<file path="config.mk">
export PLATFORM = sky130hd
export DESIGN_NAME = updi_phy_flat
export DESIGN_NICKNAME = d
export VERILOG_FILES = /design/src/rtl/updi_phy_if.sv /design/src/rtl/updi_phy.sv /design/src/flat_wrapper.sv
export SDC_FILE = /design/constraint.sdc
export NUM_CORES = 1
export LEC_CHECK = 0
export ABC_AREA = 1
export ABC_CLOCK_PERIOD_IN_PS = 2100
export BUFFER_PORTS_ARGS = -buffer_cell sky130_fd_sc_hd__buf_2
export CAP_MARGIN = 10
export CORE_MARGIN = 5
export CORE_UTILIZATION = 55
export DETAILED_ROUTE_END_ITERATION = 8
export PLACE_DENSITY = 0.76
export SKIP_LAST_GASP = 1
export SYNTH_ARGS = -nofsm -noshare
export SYNTH_HDL_FRONTEND = slang
export SYNTH_SLANG_ARGS = --single-unit
</file>
<file path="constraint.sdc">
create_clock -name clk -period 2.1 [get_ports clk]
set_input_delay 0.525 -clock clk [delete_from_list [all_inputs] [get_ports clk]]
set_output_delay 0.525 -clock clk [all_outputs]
set_load 0.02 [all_outputs]
</file>
<file path="src/rtl/updi_phy_if.sv">
// Byte-level handshake between the UPDI bridge and the PHY.
// The bridge is master; the PHY is slave.
interface updi_phy_if;
  logic [7:0] tx_data;
  logic       tx_valid;
  logic       tx_ready;
  logic       send_break;
  logic [7:0] rx_data;
  logic       rx_valid;
  logic       rx_parity_err;
  logic       rx_frame_err;
  logic       busy;

  modport master (
    output tx_data, tx_valid, send_break,
    input  tx_ready, rx_data, rx_valid,
    input  rx_parity_err, rx_frame_err, busy
  );

  modport slave (
    input  tx_data, tx_valid, send_break,
    output tx_ready, rx_data, rx_valid,
    output rx_parity_err, rx_frame_err, busy
  );
endinterface

</file>
<file path="src/rtl/updi_phy.sv">
// UPDI single-wire PHY: 8E2 frame TX/RX plus BREAK generation.
// Half-duplex; the receiver is blind while the line is driven.
module updi_phy #(
  parameter int CLKS_PER_BIT = 100,
  parameter int BREAK_BITS   = 24
) (
  input  logic clk,
  input  logic rst,
  updi_phy_if.slave bus,
  output logic updi_tx,
  output logic updi_tx_en,
  input  logic updi_rx
);

  localparam int CW   = $clog2(CLKS_PER_BIT);
  localparam int BMAX = (BREAK_BITS > 11) ? BREAK_BITS : 11;
  localparam int BW   = $clog2(BMAX + 1);

  localparam logic [CW-1:0] CNT_MAX  = CW'(CLKS_PER_BIT - 1);
  localparam logic [CW-1:0] HALF_MAX = CW'(CLKS_PER_BIT / 2 - 1);
  localparam logic [BW-1:0] BRK_LAST = BW'(BREAK_BITS);
  localparam logic [BW-1:0] TX_LAST  = BW'(11);
  localparam logic [BW-1:0] RX_PAR   = BW'(8);

  typedef enum logic [2:0] {
    S_IDLE,
    S_BREAK,
    S_TX,
    S_RX_START,
    S_RX_BITS,
    S_RX_WAIT
  } state_t;

  state_t        r_state, w_state_n;
  logic [CW-1:0] r_cnt, w_cnt_n;
  logic [BW-1:0] r_bit, w_bit_n;
  logic [11:0]   r_frame, w_frame_n;
  logic [7:0]    r_rxsh, w_rxsh_n;
  logic          r_rxpar, w_rxpar_n;
  logic [7:0]    r_rx_data, w_rx_data_n;
  logic          r_perr, w_perr_n;
  logic          r_ferr, w_ferr_n;
  logic          r_rx_valid, w_rx_valid_n;
  logic          r_sync1, r_sync2, r_sync_d;

  logic w_fall, w_bit_end, w_half, w_drive;

  assign w_fall    = r_sync_d & ~r_sync2;
  assign w_bit_end = (r_cnt == CNT_MAX);
  assign w_half    = (r_cnt == HALF_MAX);
  assign w_drive   = (r_state == S_BREAK) ||
                     (r_state == S_TX);

  // History forced high while driving so the echo never looks like a start
  always_ff @(posedge clk) begin
    if (rst || w_drive) begin
      r_sync1  <= 1'b1;
      r_sync2  <= 1'b1;
      r_sync_d <= 1'b1;
    end else begin
      r_sync1  <= updi_rx;
      r_sync2  <= r_sync1;
      r_sync_d <= r_sync2;
    end
  end

  always_ff @(posedge clk) begin
    if (rst) begin
      r_state    <= S_IDLE;
      r_cnt      <= '0;
      r_bit      <= '0;
      r_frame    <= '1;
      r_rxsh     <= '0;
      r_rxpar    <= 1'b0;
      r_rx_data  <= '0;
      r_perr     <= 1'b0;
      r_ferr     <= 1'b0;
      r_rx_valid <= 1'b0;
    end else begin
      r_state    <= w_state_n;
      r_cnt      <= w_cnt_n;
      r_bit      <= w_bit_n;
      r_frame    <= w_frame_n;
      r_rxsh     <= w_rxsh_n;
      r_rxpar    <= w_rxpar_n;
      r_rx_data  <= w_rx_data_n;
      r_perr     <= w_perr_n;
      r_ferr     <= w_ferr_n;
      r_rx_valid <= w_rx_valid_n;
    end
  end

  always_comb begin
    w_state_n    = r_state;
    w_cnt_n      = w_bit_end ? '0 : r_cnt + CW'(1);
    w_bit_n      = r_bit;
    w_frame_n    = r_frame;
    w_rxsh_n     = r_rxsh;
    w_rxpar_n    = r_rxpar;
    w_rx_data_n  = r_rx_data;
    w_perr_n     = r_perr;
    w_ferr_n     = r_ferr;
    w_rx_valid_n = 1'b0;
    unique case (r_state)
      S_IDLE: begin
        w_cnt_n = '0;
        w_bit_n = '0;
        if (bus.send_break) begin
          w_state_n = S_BREAK;
        end else if (bus.tx_valid) begin
          w_frame_n = {2'b11, ^bus.tx_data,
                       bus.tx_data, 1'b0};
          w_state_n = S_TX;
        end else if (w_fall) begin
          w_state_n = S_RX_START;
        end
      end
      S_BREAK: begin
        if (w_bit_end) begin
          w_bit_n = r_bit + BW'(1);
          if (r_bit == BRK_LAST) w_state_n = S_IDLE;
        end
      end
      S_TX: begin
        if (w_bit_end) begin
          w_frame_n = {1'b1, r_frame[11:1]};
          w_bit_n   = r_bit + BW'(1);
          if (r_bit == TX_LAST) w_state_n = S_IDLE;
        end
      end
      S_RX_START: begin
        if (w_half) begin
          w_cnt_n   = '0;
          w_bit_n   = '0;
          w_state_n = r_sync2 ? S_IDLE : S_RX_BITS;
        end
      end
      S_RX_BITS: begin
        if (w_bit_end) begin
          w_bit_n = r_bit + BW'(1);
          if (r_bit < RX_PAR) begin
            w_rxsh_n = {r_sync2, r_rxsh[7:1]};
          end else if (r_bit == RX_PAR) begin
            w_rxpar_n = r_sync2;
          end else begin
            w_rx_valid_n = 1'b1;
            w_rx_data_n  = r_rxsh;
            w_perr_n     = r_rxpar ^ (^r_rxsh);
            w_ferr_n     = ~r_sync2;
            w_state_n    = r_sync2 ? S_IDLE : S_RX_WAIT;
          end
        end
      end
      S_RX_WAIT: begin
        w_cnt_n = '0;
        if (r_sync2) w_state_n = S_IDLE;
      end
      default: w_state_n = S_IDLE;
    endcase
  end

  assign updi_tx_en = w_drive;
  assign updi_tx    = (r_state == S_BREAK) ? (r_bit == BRK_LAST) :
                      (r_state == S_TX)    ? r_frame[0] : 1'b1;

  assign bus.tx_ready      = (r_state == S_IDLE) &&
                             !bus.send_break && !rst;
  assign bus.busy          = (r_state != S_IDLE);
  assign bus.rx_data       = r_rx_data;
  assign bus.rx_valid      = r_rx_valid;
  assign bus.rx_parity_err = r_perr;
  assign bus.rx_frame_err  = r_ferr;

endmodule

</file>
<file path="src/flat_wrapper.sv">
// flat-port wrapper written by rule: the top's interface ports become plain ports
module updi_phy_flat 
#(
  parameter int CLKS_PER_BIT = 100,
  parameter int BREAK_BITS   = 24
)
  (clk, rst, updi_tx, updi_tx_en, updi_rx, bus_tx_data, bus_tx_valid, bus_send_break, bus_tx_ready, bus_rx_data, bus_rx_valid, bus_rx_parity_err, bus_rx_frame_err, bus_busy);
  updi_phy_if bus_i ();
  input  logic clk;
  input  logic rst;
  output logic updi_tx;
  output logic updi_tx_en;
  input  logic updi_rx;
  input wire logic [$bits(bus_i.tx_data)-1:0] bus_tx_data;
  input wire logic [$bits(bus_i.tx_valid)-1:0] bus_tx_valid;
  input wire logic [$bits(bus_i.send_break)-1:0] bus_send_break;
  output wire logic [$bits(bus_i.tx_ready)-1:0] bus_tx_ready;
  output wire logic [$bits(bus_i.rx_data)-1:0] bus_rx_data;
  output wire logic [$bits(bus_i.rx_valid)-1:0] bus_rx_valid;
  output wire logic [$bits(bus_i.rx_parity_err)-1:0] bus_rx_parity_err;
  output wire logic [$bits(bus_i.rx_frame_err)-1:0] bus_rx_frame_err;
  output wire logic [$bits(bus_i.busy)-1:0] bus_busy;
  assign bus_i.tx_data = bus_tx_data;
  assign bus_i.tx_valid = bus_tx_valid;
  assign bus_i.send_break = bus_send_break;
  assign bus_tx_ready = bus_i.tx_ready;
  assign bus_rx_data = bus_i.rx_data;
  assign bus_rx_valid = bus_i.rx_valid;
  assign bus_rx_parity_err = bus_i.rx_parity_err;
  assign bus_rx_frame_err = bus_i.rx_frame_err;
  assign bus_busy = bus_i.busy;
  updi_phy #(.CLKS_PER_BIT(CLKS_PER_BIT), .BREAK_BITS(BREAK_BITS)) u_core (.clk(clk), .rst(rst), .bus(bus_i), .updi_tx(updi_tx), .updi_tx_en(updi_tx_en), .updi_rx(updi_rx));
endmodule
</file>
==> impl_metrics.yaml <==
run_status:
  outcome: "finished, final reports clean"
sta:
  period_needed_ns: 1.995
  fmax_mhz: 501.1
  finClkSkew_ns: 0.01045
  finalHoldViolations: 0
  max_slew_margin_pct: 76.22
  rsz0062_at_grt: "no"
  finalCritPeriodShare_pct: 95.02
  worst_slew_pin_slew_ns: 0.3563
  setup_viol: 0
  finalMaxSlewViolations: 0
  setup_tns_ns: 0
finish:
  layout.cells.non_filler: 422
  antenna_cells: 0
  area_growth_pct: 10.94
  final_util_pct: 63.07
  drive_gt1_share_pct: 17.84
  nNetsFinal: 386
  final_common_cell: "nand2_1"
  layout_common_cells: "nand2_1, dfxtp_1, inv_1"
clock_tree:
  clock_latency_ns: 0.30
  cts_tree: "built"
  htreeDepth: 2
  clk_path_buf_depth: 2
  numCtsBuffers: 5
  clock-root-buffer: "clkbuf_8"
  clkTransAtPathRegs_ns: 0.09
  cts_hold_buf: 0
  cts.sinks: 48
worst_setup_path:
  worst-path-buf-inv: 3
  end_kind: "primary output"
  critPathKind: "reg -> out"
  crit_arrival_ns: 1.47
  slowest_delay_ns: 0.46
  cp_cell_sequence: "inv_2 -> nand3_1 -> inv_1 -> nand2_1 -> o21a_1 -> buf_2"
  startpoint_type: "flip-flop"
  required_ns: 1.57
  critPathTopFamily: "flip-flops"
  cp_max_fo: 5
  slowest_stage: "dfxtp_1"
drt:
  drt_iter0_markers: 144
  vias_per_cell: 5.064
  ant_nets: 0
  totalWireLength_um: 4931
  vias: 2137
  drc: 0
  wire_per_inst_um: 11.68
  drt_first_pass_iters: 4
pwr:
  leakagePower_uw: 0.001297
  power_density_nw_per_um2: 990.4
  ir_drop_uv: 627.1
logic_synthesis:
  async_reset_ff_share_pct: 0
  synthDistinctLibCells: 33
  synth_cells: 342
  netlist_area_um2: 2492
  syn_nets: 359
  ys_warn_count: 0
  synth_edf_count: 0
  ys_top_cells_by_area: "dfxtp_1, nand2_1, inv_1"
  synth_top_area_share_pct: 38.55
  synth_flop_cell: "dfxtp_1"
  ys_ff_latch: 48
  syn_avg_cell_area_um2: 7.288
  ys_seq_area_share_pct: 38.55
  yosysTopAreaCell: "dfxtp_1"
floorplanning:
  rows: 24
  start_util_pct: 56.85
  core_um2: 4384
  die_h_um: 77.32
  dieArea_um2: 5978
  pin_count: 28
  die_x_um: 77.32
place:
  place_inst: 413
  io_buffers: 27
  hpwl_um: 3596
  gp_congestion: 0.8207
global_routing:
  grt_pass1_wl_um: 8749
  grt.overflow.total: 0
  grt_max_degree: 29
  antenna_found_initial: 0
  track_usage_pct: 17.56
  grt_pass1_vias: 1913
flow_run:
  max-cap-violations: 0
min_path:
  hold_path_class: "in -> reg"
[final cells by class]
cell class	instances	area [µm²]
clock buffer	5	68.82
fill	381	1619
sequential	48	960.9
clock inverter	3	42.54
tap	52	65.06
inverter	53	198.9
multi-input combinational	232	1266
timing repair buffer	29	162.7
[cells in the mapped netlist, types with 2 or more instances]
master and number:
buf_2 2, nor2_4 2, buf_6 2, nand2b_1 2, clkbuf_1 3, nor2_1 28, nand2_4 2, o21ai_0 12
inv_2 7, inv_1 46, nand3_2 4, nand2_1 70, a21oi_1 26, nand2_2 5, or2_2 2, dfxtp_1 48
nor2_2 4, xnor2_1 7, nand4_1 3, o21ai_1 12, o21a_1 2, xor2_1 8, o211ai_1 15, nand3_1 17
a211oi_1 2, ha_1 4
[repair_timing]
| item | 4_1_cts | 5_1_grt |
|---|---|---|
| buffers inserted | 0 | 1 |
| hold endpoints to repair | 0 | 0 |
| gates resized for setup | 0 | 0 |
| setup endpoints to repair | 0 | 1 |
[worst reg2reg max path, cell delays in order, from the launching register on]
cell     delay [ns]
dfxtp_1        0.38
ha_1           0.22
inv_1          0.05
nor2_1         0.10
nand3_2        0.17
nor2_2         0.18
nand3_2        0.25
o21ai_0        0.26
a21oi_1        0.06
[report_power, final]
part           internal [µW]  leakage (µW)  switching (µW)
combinational            332      0.000853             649
sequential              1010      0.000390            81.1
clock                    352     0.0000541             309
total                   1700       0.00130            1040
[kinds of logic after synthesis]
family                   Yosys count  share of synthesized area (%)
AND/OR/NAND/NOR                  142                          26.76
XOR/XNOR                          15                          5.271
adder cells (fa/ha/maj)            4                          2.008
buffers and inverters             62                          10.64
flip-flops                        48                          38.55
AO/OA/AOI/OAI                     71                          16.77
[through the flow]
| stage | cell area (µm²) | worst slack, ns | hold slack, ns | total power (µW) |
|---|---|---|---|---|
| floorplan | 2492 | 0.4001 | 0.3871 | 1873 |
| global placement | 2646 | 0.3954 | 0.3894 | 2063 |
| detailed placement | 2646 | 0.3402 | 0.3973 | 2079 |
| CTS | 2758 | 0.07263 | 0.3915 | 2755 |
| global route | 2765 | 0.002224 | 0.4177 | 2945 |
| finish | 2765 | 0.1046 | 0.4063 | 2738 |
[state kept, by name (all words and copies together), names as in the netlist]
name	flops
u_core.r_frame	10
u_core.bus.rx_valid	1
u_core.r_sync2	1
u_core.r_state	3
u_core.r_rxpar	1
u_core.bus.rx_parity_err	1
u_core.r_bit	5
u_core.bus.rx_data	8
u_core.r_rxsh	8
u_core.r_cnt	7
u_core.bus.rx_frame_err	1
u_core.r_sync1	1
u_core.r_sync_d	1
[metal layers]
layer  track usage [%]  vias up  wire, µm
met1             23.47      926      2398
met4             6.701        0        87
met2             27.27       50      2226
met3             4.333        9       218
li1                  -     1152         -
met5                 0        -         0
[worst paths after layout]
path | startpoint | end | slack, ns | cells past startpoint
worst max-delay path | u_core.r_state[2]$_SDFFE_PP0P_ | updi_tx | 0.10 | 6
worst min-delay path | updi_rx | u_core.r_sync1$_SDFF_PP1_ | 0.41 | 3
worst max register to register | u_core.r_cnt[0]$_SDFF_PP0_ | u_core.r_rxsh[3]$_SDFFE_PP0P_ | 0.34 | 8
worst min register to register | u_core.r_sync1$_SDFF_PP1_ | u_core.r_sync2$_SDFF_PP1_ | 0.41 | 2
Note: power is estimated with default switching activity, not from simulation.
